[config.mk]
export PLATFORM = sky130hd
export DESIGN_NAME = positadd_arbiter
export DESIGN_NICKNAME = d
export VERILOG_FILES = /design/src/rtl/positadd_arbiter.sv
export SDC_FILE = /design/constraint.sdc
export NUM_CORES = 1
export LEC_CHECK = 0
export BUFFER_PORTS_ARGS = -buffer_cell sky130_fd_sc_hd__buf_4
export CORE_MARGIN = 2
export CORE_UTILIZATION = 54
export DETAILED_ROUTE_END_ITERATION = 6
export PLACE_DENSITY = 0.78
export SYNTH_ARGS = -nofsm -noshare
export SYNTH_HDL_FRONTEND = slang
export SYNTH_SLANG_ARGS = --single-unit
[constraint.sdc]
create_clock -name clk -period 5.8 [get_ports clk]
set_clock_uncertainty 0.05 [all_clocks]
set_input_delay 0.87 -clock clk [delete_from_list [all_inputs] [get_ports clk]]
set_output_delay 0.87 -clock clk [all_outputs]
set_load 0.005 [all_outputs]
[src/rtl/positadd_arbiter.sv]
// positadd_arbiter: round-robin front end that shares one pipelined posit
// adder among NREQ requesters. A latency-matched tag pipe carries the
// requester ID alongside each operation. Results land in a first-word-fall-
// through FIFO. A credit counter keeps the FIFO from overflowing, which
// matters because the adder cannot be stalled.
// Optional build macro: POSITADD_ARB_STATS_EN adds the stat_issued and
// stat_stall counter outputs.
//
// state | meaning
// RUN   | grants allowed
// DRAIN | no grants; waiting for in-flight operations to complete
// HALT  | no grants; pipe empty; idle once the FIFO is empty
module positadd_arbiter #(
  parameter int NREQ       = 4,
  parameter int LATENCY    = 8,
  parameter int FIFO_DEPTH = 8,
  parameter int IDW        = $clog2(NREQ)
) (
  input  logic               clk,
  input  logic               rst_n,
  input  logic [NREQ-1:0]    req_valid,
  output logic [NREQ-1:0]    req_ready,
  input  logic [NREQ*32-1:0] req_in1,
  input  logic [NREQ*32-1:0] req_in2,
  output logic               add_start,
  output logic [31:0]        add_in1,
  output logic [31:0]        add_in2,
  input  logic [31:0]        add_result,
  input  logic               add_inf,
  input  logic               add_zero,
  input  logic               add_done,
  output logic               out_valid,
  input  logic               out_ready,
  output logic [IDW-1:0]     out_id,
  output logic [31:0]        out_result,
  output logic               out_inf,
  output logic               out_zero,
  input  logic               flush,
  output logic               idle,
  output logic               err
`ifdef POSITADD_ARB_STATS_EN
  ,
  output logic [31:0]        stat_issued,
  output logic [31:0]        stat_stall
`endif
);

  localparam int PW = $clog2(FIFO_DEPTH);
  localparam int CW = $clog2(FIFO_DEPTH + 1);
  localparam int EW = IDW + 34;
  localparam logic [CW-1:0] CRED_MAX = CW'(FIFO_DEPTH);

  typedef enum logic [1:0] {S_RUN, S_DRAIN, S_HALT} state_t;

  state_t             state_q, state_d;
  logic [IDW-1:0]     rr_q, rr_d;
  logic [CW-1:0]      credits_q;
  logic               add_start_q;
  logic [31:0]        add_in1_q, add_in2_q;
  logic [LATENCY-1:0] tv_q;
  logic [IDW-1:0]     tid_q [LATENCY];
  logic [EW-1:0]      mem_q [FIFO_DEPTH];
  logic [PW-1:0]      wr_ptr_q, rd_ptr_q;
  logic [CW-1:0]      count_q;
  logic               err_q;
  logic               gnt_found, can_issue, issue, pop, push, pipe_busy;
  logic [IDW-1:0]     gnt_id;
  logic [31:0]        sel_in1, sel_in2;
  logic [EW-1:0]      head;

  // Round-robin search from rr_q upward, plus operand select for the winner
  always_comb begin
    int idx;
    gnt_found = 1'b0;
    gnt_id    = '0;
    sel_in1   = '0;
    sel_in2   = '0;
    idx       = 0;
    for (int k = 0; k < NREQ; k++) begin
      idx = (int'(rr_q) + k) % NREQ;
      if (!gnt_found && req_valid[IDW'(idx)]) begin
        gnt_found = 1'b1;
        gnt_id    = IDW'(idx);
      end
    end
    for (int k = 0; k < NREQ; k++) begin
      if (gnt_id == IDW'(k)) begin
        sel_in1 = req_in1[k*32 +: 32];
        sel_in2 = req_in2[k*32 +: 32];
      end
    end
  end

  // rst_n is in the grant qualifier so req_ready drops the moment reset asserts
  assign can_issue = rst_n && (state_q == S_RUN) && (credits_q != '0);
  assign issue     = can_issue && gnt_found;
  assign pop       = out_valid && out_ready;
  assign push      = add_done && tv_q[LATENCY-1] && ((count_q != CRED_MAX) || pop);
  assign pipe_busy = |tv_q;

  // One-hot ready to the granted requester and next round-robin pointer
  always_comb begin
    req_ready = '0;
    rr_d      = rr_q;
    if (issue) begin
      for (int k = 0; k < NREQ; k++) req_ready[k] = (gnt_id == IDW'(k));
      rr_d = (gnt_id == IDW'(NREQ - 1)) ? '0 : gnt_id + IDW'(1);
    end
  end

  // Issue register and tag pipe aligned so tv_q[LATENCY-1] coincides with add_done
  always_ff @(posedge clk or negedge rst_n) begin
    if (!rst_n) begin
      add_start_q <= 1'b0;
      add_in1_q   <= '0;
      add_in2_q   <= '0;
      rr_q        <= '0;
      tv_q        <= '0;
      for (int k = 0; k < LATENCY; k++) tid_q[k] <= '0;
    end else begin
      add_start_q <= issue;
      rr_q        <= rr_d;
      if (issue) begin
        add_in1_q <= sel_in1;
        add_in2_q <= sel_in2;
      end
      tv_q[0]  <= issue;
      tid_q[0] <= gnt_id;
      for (int k = 1; k < LATENCY; k++) begin
        tv_q[k]  <= tv_q[k-1];
        tid_q[k] <= tid_q[k-1];
      end
    end
  end

  // Credits cover both in-flight ops and occupied FIFO entries
  always_ff @(posedge clk or negedge rst_n) begin
    if (!rst_n) begin
      credits_q <= CRED_MAX;
    end else begin
      case ({issue, pop})
        2'b10:   credits_q <= credits_q - CW'(1);
        2'b01:   credits_q <= credits_q + CW'(1);
        default: ;
      endcase
    end
  end

  // FIFO pointers and occupancy
  always_ff @(posedge clk or negedge rst_n) begin
    if (!rst_n) begin
      wr_ptr_q <= '0;
      rd_ptr_q <= '0;
      count_q  <= '0;
    end else begin
      if (push) wr_ptr_q <= wr_ptr_q + PW'(1);
      if (pop)  rd_ptr_q <= rd_ptr_q + PW'(1);
      case ({push, pop})
        2'b10:   count_q <= count_q + CW'(1);
        2'b01:   count_q <= count_q - CW'(1);
        default: ;
      endcase
    end
  end

  // FIFO storage; data only, never read while invalid
  always_ff @(posedge clk) begin
    if (push) mem_q[wr_ptr_q] <= {tid_q[LATENCY-1], add_result, add_inf, add_zero};
  end

  // Sticky error when the adder's done strobe disagrees with the tag pipe
  always_ff @(posedge clk or negedge rst_n) begin
    if (!rst_n)                          err_q <= 1'b0;
    else if (add_done != tv_q[LATENCY-1]) err_q <= 1'b1;
  end

  // State register
  always_ff @(posedge clk or negedge rst_n) begin
    if (!rst_n) state_q <= S_RUN;
    else        state_q <= state_d;
  end

  // Next-state and idle decode
  always_comb begin
    state_d = state_q;
    idle    = 1'b0;
    case (state_q)
      S_RUN:   if (flush) state_d = S_DRAIN;
      S_DRAIN: begin
        if (!flush)                         state_d = S_RUN;
        else if (!pipe_busy && !add_start_q) state_d = S_HALT;
      end
      S_HALT: begin
        idle = (count_q == '0);
        if (!flush) state_d = S_RUN;
      end
      default: state_d = S_RUN;
    endcase
  end

  assign head       = mem_q[rd_ptr_q];
  assign out_valid  = (count_q != '0);
  assign out_id     = out_valid ? head[EW-1 -: IDW] : '0;
  assign out_result = out_valid ? head[33:2] : '0;
  assign out_inf    = out_valid & head[1];
  assign out_zero   = out_valid & head[0];
  assign add_start  = add_start_q;
  assign add_in1    = add_in1_q;
  assign add_in2    = add_in2_q;
  assign err        = err_q;

`ifdef POSITADD_ARB_STATS_EN
  logic [31:0] stat_issued_q, stat_stall_q;

  // Issue count and cycles lost to exhausted credits
  always_ff @(posedge clk or negedge rst_n) begin
    if (!rst_n) begin
      stat_issued_q <= '0;
      stat_stall_q  <= '0;
    end else begin
      if (issue) stat_issued_q <= stat_issued_q + 32'd1;
      if ((|req_valid) && (state_q == S_RUN) && (credits_q == '0))
        stat_stall_q <= stat_stall_q + 32'd1;
    end
  end

  assign stat_issued = stat_issued_q;
  assign stat_stall  = stat_stall_q;
`endif

endmodule

==> summary.md <==
| Metric | Value |
|---|---|
| Synth area leaders | `edfxtp_1 (51%), dfrtp_1 (16%), mux4_2 (9.5%)` |
| Utilization after layout | `69.69%` |
| Total iterations of the first detailed-routing run | `5` |
| GRT overflow | `0` |
| Seq pwr share | `38.3%` |
| Vias in the first global route | `12270` |
| Reg2reg path depth | `10` |
| Internal | `6853 uW` |
| Slew of the pin with the lowest slew margin | `1106 ps` |
| Vias per inst | `5.793` |
| Worst endpoint required time | `4880 ps` |
| Combinational Power Share | `37.4%` |
| H-tree Lvls | `2` |
| Routed Antenna Nets | `0` |
| Critical Path AT | `3330 ps` |
| Synth top cells by count | `edfxtp_1 (288), a21oi_1 (197), nor2_1 (113), dfrtp_1 (106), inv_1 (75)` |
| Fraction of layout cells with a size suffix above 1 | `34.77%` |
| Post-detailed-route wirelength per cell | `22.51 microns` |
| Crit Path Max Fanout | `65` |
| Initial antenna violation count | `4` |
| Clk pwr share | `24.3%` |
| Synth Register Bits | `395` |
| First-pass GRT wire length | `69920 microns` |
| Worst path top cell family by delay | `compound AO/OA/AOI/OAI gates` |
| Worst skew pair latency | `530 ps` |
| Area grow syn2layout | `27.95%` |
| Hold Crit Class | `in -> async` |
| Post-synth EDFFs | `288` |
| WS Path Type | `reg -> out` |
| Peak supply drop | `0.2863 mV` |
| Post-Synthesis Cells | `1256` |
| CP cell instances | `nand2b_1 > and3_1 > a311oi_1 > inv_1 > ha_2 > buf_4 > and2_1 > buf_4` |
| RR Startpoint | `rr_q[1]` |
| CTS Buf Count | `41` |
| Core ar. | `31390 sq um` |
| Total GRT Usage | `27.94%` |
| Peak Freq | `0.2351 GHz` |
| Slowest cell on the critical path | `a311oi_1` |
| Pin count of the biggest net entering global routing | `129` |
| Post-route DRC | `0` |
| Post-CTS Setup Repair Bufs | `0` |
| Setup crit end | `req_ready[0]` |
| Launch point of the critical path | `rr_q[1]` |
| Final Power | `10290 uW` |
| Slew Viols, Final | `0` |
| Initial core utilization | `54.46%` |
| Worst R2R End | `add_in1[1]` |
| Routability Congestion | `0.9587` |
| Mapped Area | `17100 sq um` |
| Post-synth cell types | `43` |
| Dpl hpwl | `30550 microns` |
| Hold Fails Final Rpt | `0` |
| Critical path depth | `8` |
| Slew HR | `26.11%` |
| Port bufs | `406` |
| Post-CTS Resized | `0` |
| Sw Share | `33.42%` |
| Outcome | `complete, no violations` |
| Clk root buf | `clkbuf_16` |
| Die X | `181.9 microns` |
| Final worst path period share | `73.34%` |
| DR iter-0 viols | `1041` |
| Clock period minus final worst setup slack | `4254 ps` |
| CTS Hold Bufs | `0` |
| Total Nets Final | `1954` |
| Vias | `12010` |
| Leading register cell type out of synthesis | `edfxtp_1` |
| Crit path top cell by count | `buf_4` |
| Worst setup EP type | `output port` |
| Setup crit start kind | `flop` |
| DIE HEIGHT | `181.9 microns` |
| Register area share after synthesis | `66.25%` |
| Num rows | `65` |
| Critical path buffers and inverters | `3` |
| CTS tree | `yes` |
| Switching pwr | `3440 uW` |
| WHS | `279.0 ps` |
| Finish-stage setup viols | `0` |
| Clock Tree Buf Depth | `3` |
| Clock sink total | `395` |
| Die area | `33100 sq um` |
| Ys Warns | `0` |
| Clock transition at the registers of the reported paths | `60 ps` |
| Async SR Flop Fraction | `27.09%` |
| Syn nets | `1569` |
| Drt total wl | `46680 microns` |
| Max Cap Viol | `0` |
| RSZ-0062 raised after global routing | `false` |
| Area share of the largest cell type after synthesis | `50.58%` |
| Cell Pwr Density | `470.5 nW/um^2` |
| I/O Pins | `407` |
| P_leak | `0.008661 uW` |
| Syn_area_per_cell | `13.61 sq um` |
| Leading area contributor after synthesis | `edfxtp_1` |
| R2R setup slack | `2200 ps` |
| Most frequent cell after synthesis | `edfxtp_1` |
| Final TNS setup | `0 ps` |
| Max incr delay on CP | `830 ps` |
## cell type report
type	count	area [sq um]
sequential	395	11340
tap	402	503.0
timing repair buffer	429	3233
antenna	4	10.01
inverter	75	281.5
clock buffer	51	1115
fill	2155	9517
clock inverter	19	155.1
multi-input combinational	699	5243
## per-stage QoR
stage / worst slack, ps / std cells / area [sq um]
2_1_floorplan: 1141 / 1256 / 17100
3_3_place_gp: 1645 / 2000 / 20600
3_5_place_dp: 1603 / 2000 / 20600
4_1_cts: 1473 / 2070 / 21870
5_1_grt: 1258 / 2074 / 21880
6_report: 1546 / 2074 / 21880
## kinds of logic after synthesis
| group | count (synthesis) | share of synthesized area [%] |
|---|---|---|
| AOI/OAI and AO/OA | 347 | 11.45 |
| xor gates and xnor gates | 8 | 0.4098 |
| adders and majority gates | 14 | 1.112 |
| buffers and inverters | 162 | 3.674 |
| DFF | 395 | 66.25 |
| muxes | 114 | 11.97 |
| and+or+nand+nor | 216 | 5.130 |
## registers in the layout, indices dropped and copies added (netlist names)
| register | cells |
|---|---|
| add_in1 | 32 |
| add_in2 | 32 |
| count_q | 4 |
| credits_q | 4 |
| err | 1 |
| mem_q | 288 |
| rd_ptr_q | 3 |
| rr_q | 2 |
| state_q | 2 |
| tid_q | 16 |
| tv_q | 8 |
| wr_ptr_q | 3 |
## routing by layer
layer | GRT usage (%) | up-vias | wire, microns
met1 | 34.61 | 5986 | 17880
met4 | 8.968 | 0 | 1450
met5 | 0 | - | 0
met2 | 49.06 | 475 | 24120
met3 | 6.338 | 95 | 3240
li1 | - | 5458 | -
## power by group through the flow
stage	logic [uW]	clock network, uW	registers (uW)
final	3850	2500	3950
after global routing	4200	2650	4010
after CTS	3870	2540	3950
after global placement	3740	0	3970
after detailed placement	3840	0	3990
after floorplan	2420	0	3750
## how the worst min path moves through the flow
stage,from,to,slack (ps),cells after the start
4_1_cts,rst_n,add_in2[4],280,1
2_1_floorplan,tid_q[2],tid_q[0],280,0
3_5_place_dp,tid_q[5],tid_q[3],280,0
5_1_grt,tid_q[2],tid_q[0],300,0
3_3_place_gp,tid_q[3],tid_q[1],280,0
6_report,rst_n,add_in2[4],280,1
## placed cells by master, fill, tap and decap left out, types with 2 or more instances in the layout
| cell type | Yosys | routed |
|---|---|---|
| dfrtp_4 | 0 | 2 |
| nand2_1 | 74 | 74 |
| o21ai_0 | 72 | 72 |
| clkbuf_8 | 0 | 3 |
| xnor2_1 | 6 | 6 |
| clkinv_2 | 0 | 5 |
| xor2_1 | 2 | 2 |
| edfxtp_1 | 288 | 288 |
| clkbuf_1 | 65 | 6 |
| clkinv_1 | 0 | 8 |
| nor4_1 | 2 | 2 |
| clkbuf_16 | 0 | 42 |
| nor2_1 | 113 | 107 |
| ha_4 | 0 | 3 |
| dfrtp_1 | 106 | 103 |
| a22oi_1 | 65 | 65 |
| diode_2 | 0 | 4 |
| or3_1 | 2 | 2 |
| and2_1 | 5 | 5 |
| bufinv_16 | 0 | 2 |
| clkinvlp_4 | 0 | 2 |
| fa_1 | 2 | 2 |
| mux2_2 | 4 | 4 |
| mux2i_1 | 38 | 38 |
| nor3_2 | 0 | 2 |
| buf_4 | 0 | 428 |
| ha_1 | 12 | 8 |
| nor3_1 | 8 | 6 |
| inv_1 | 75 | 75 |
| nor2_4 | 0 | 7 |
| nand2b_1 | 6 | 6 |
| a21oi_1 | 197 | 197 |
| mux4_2 | 72 | 72 |
(Power assumes the default switching activity.)
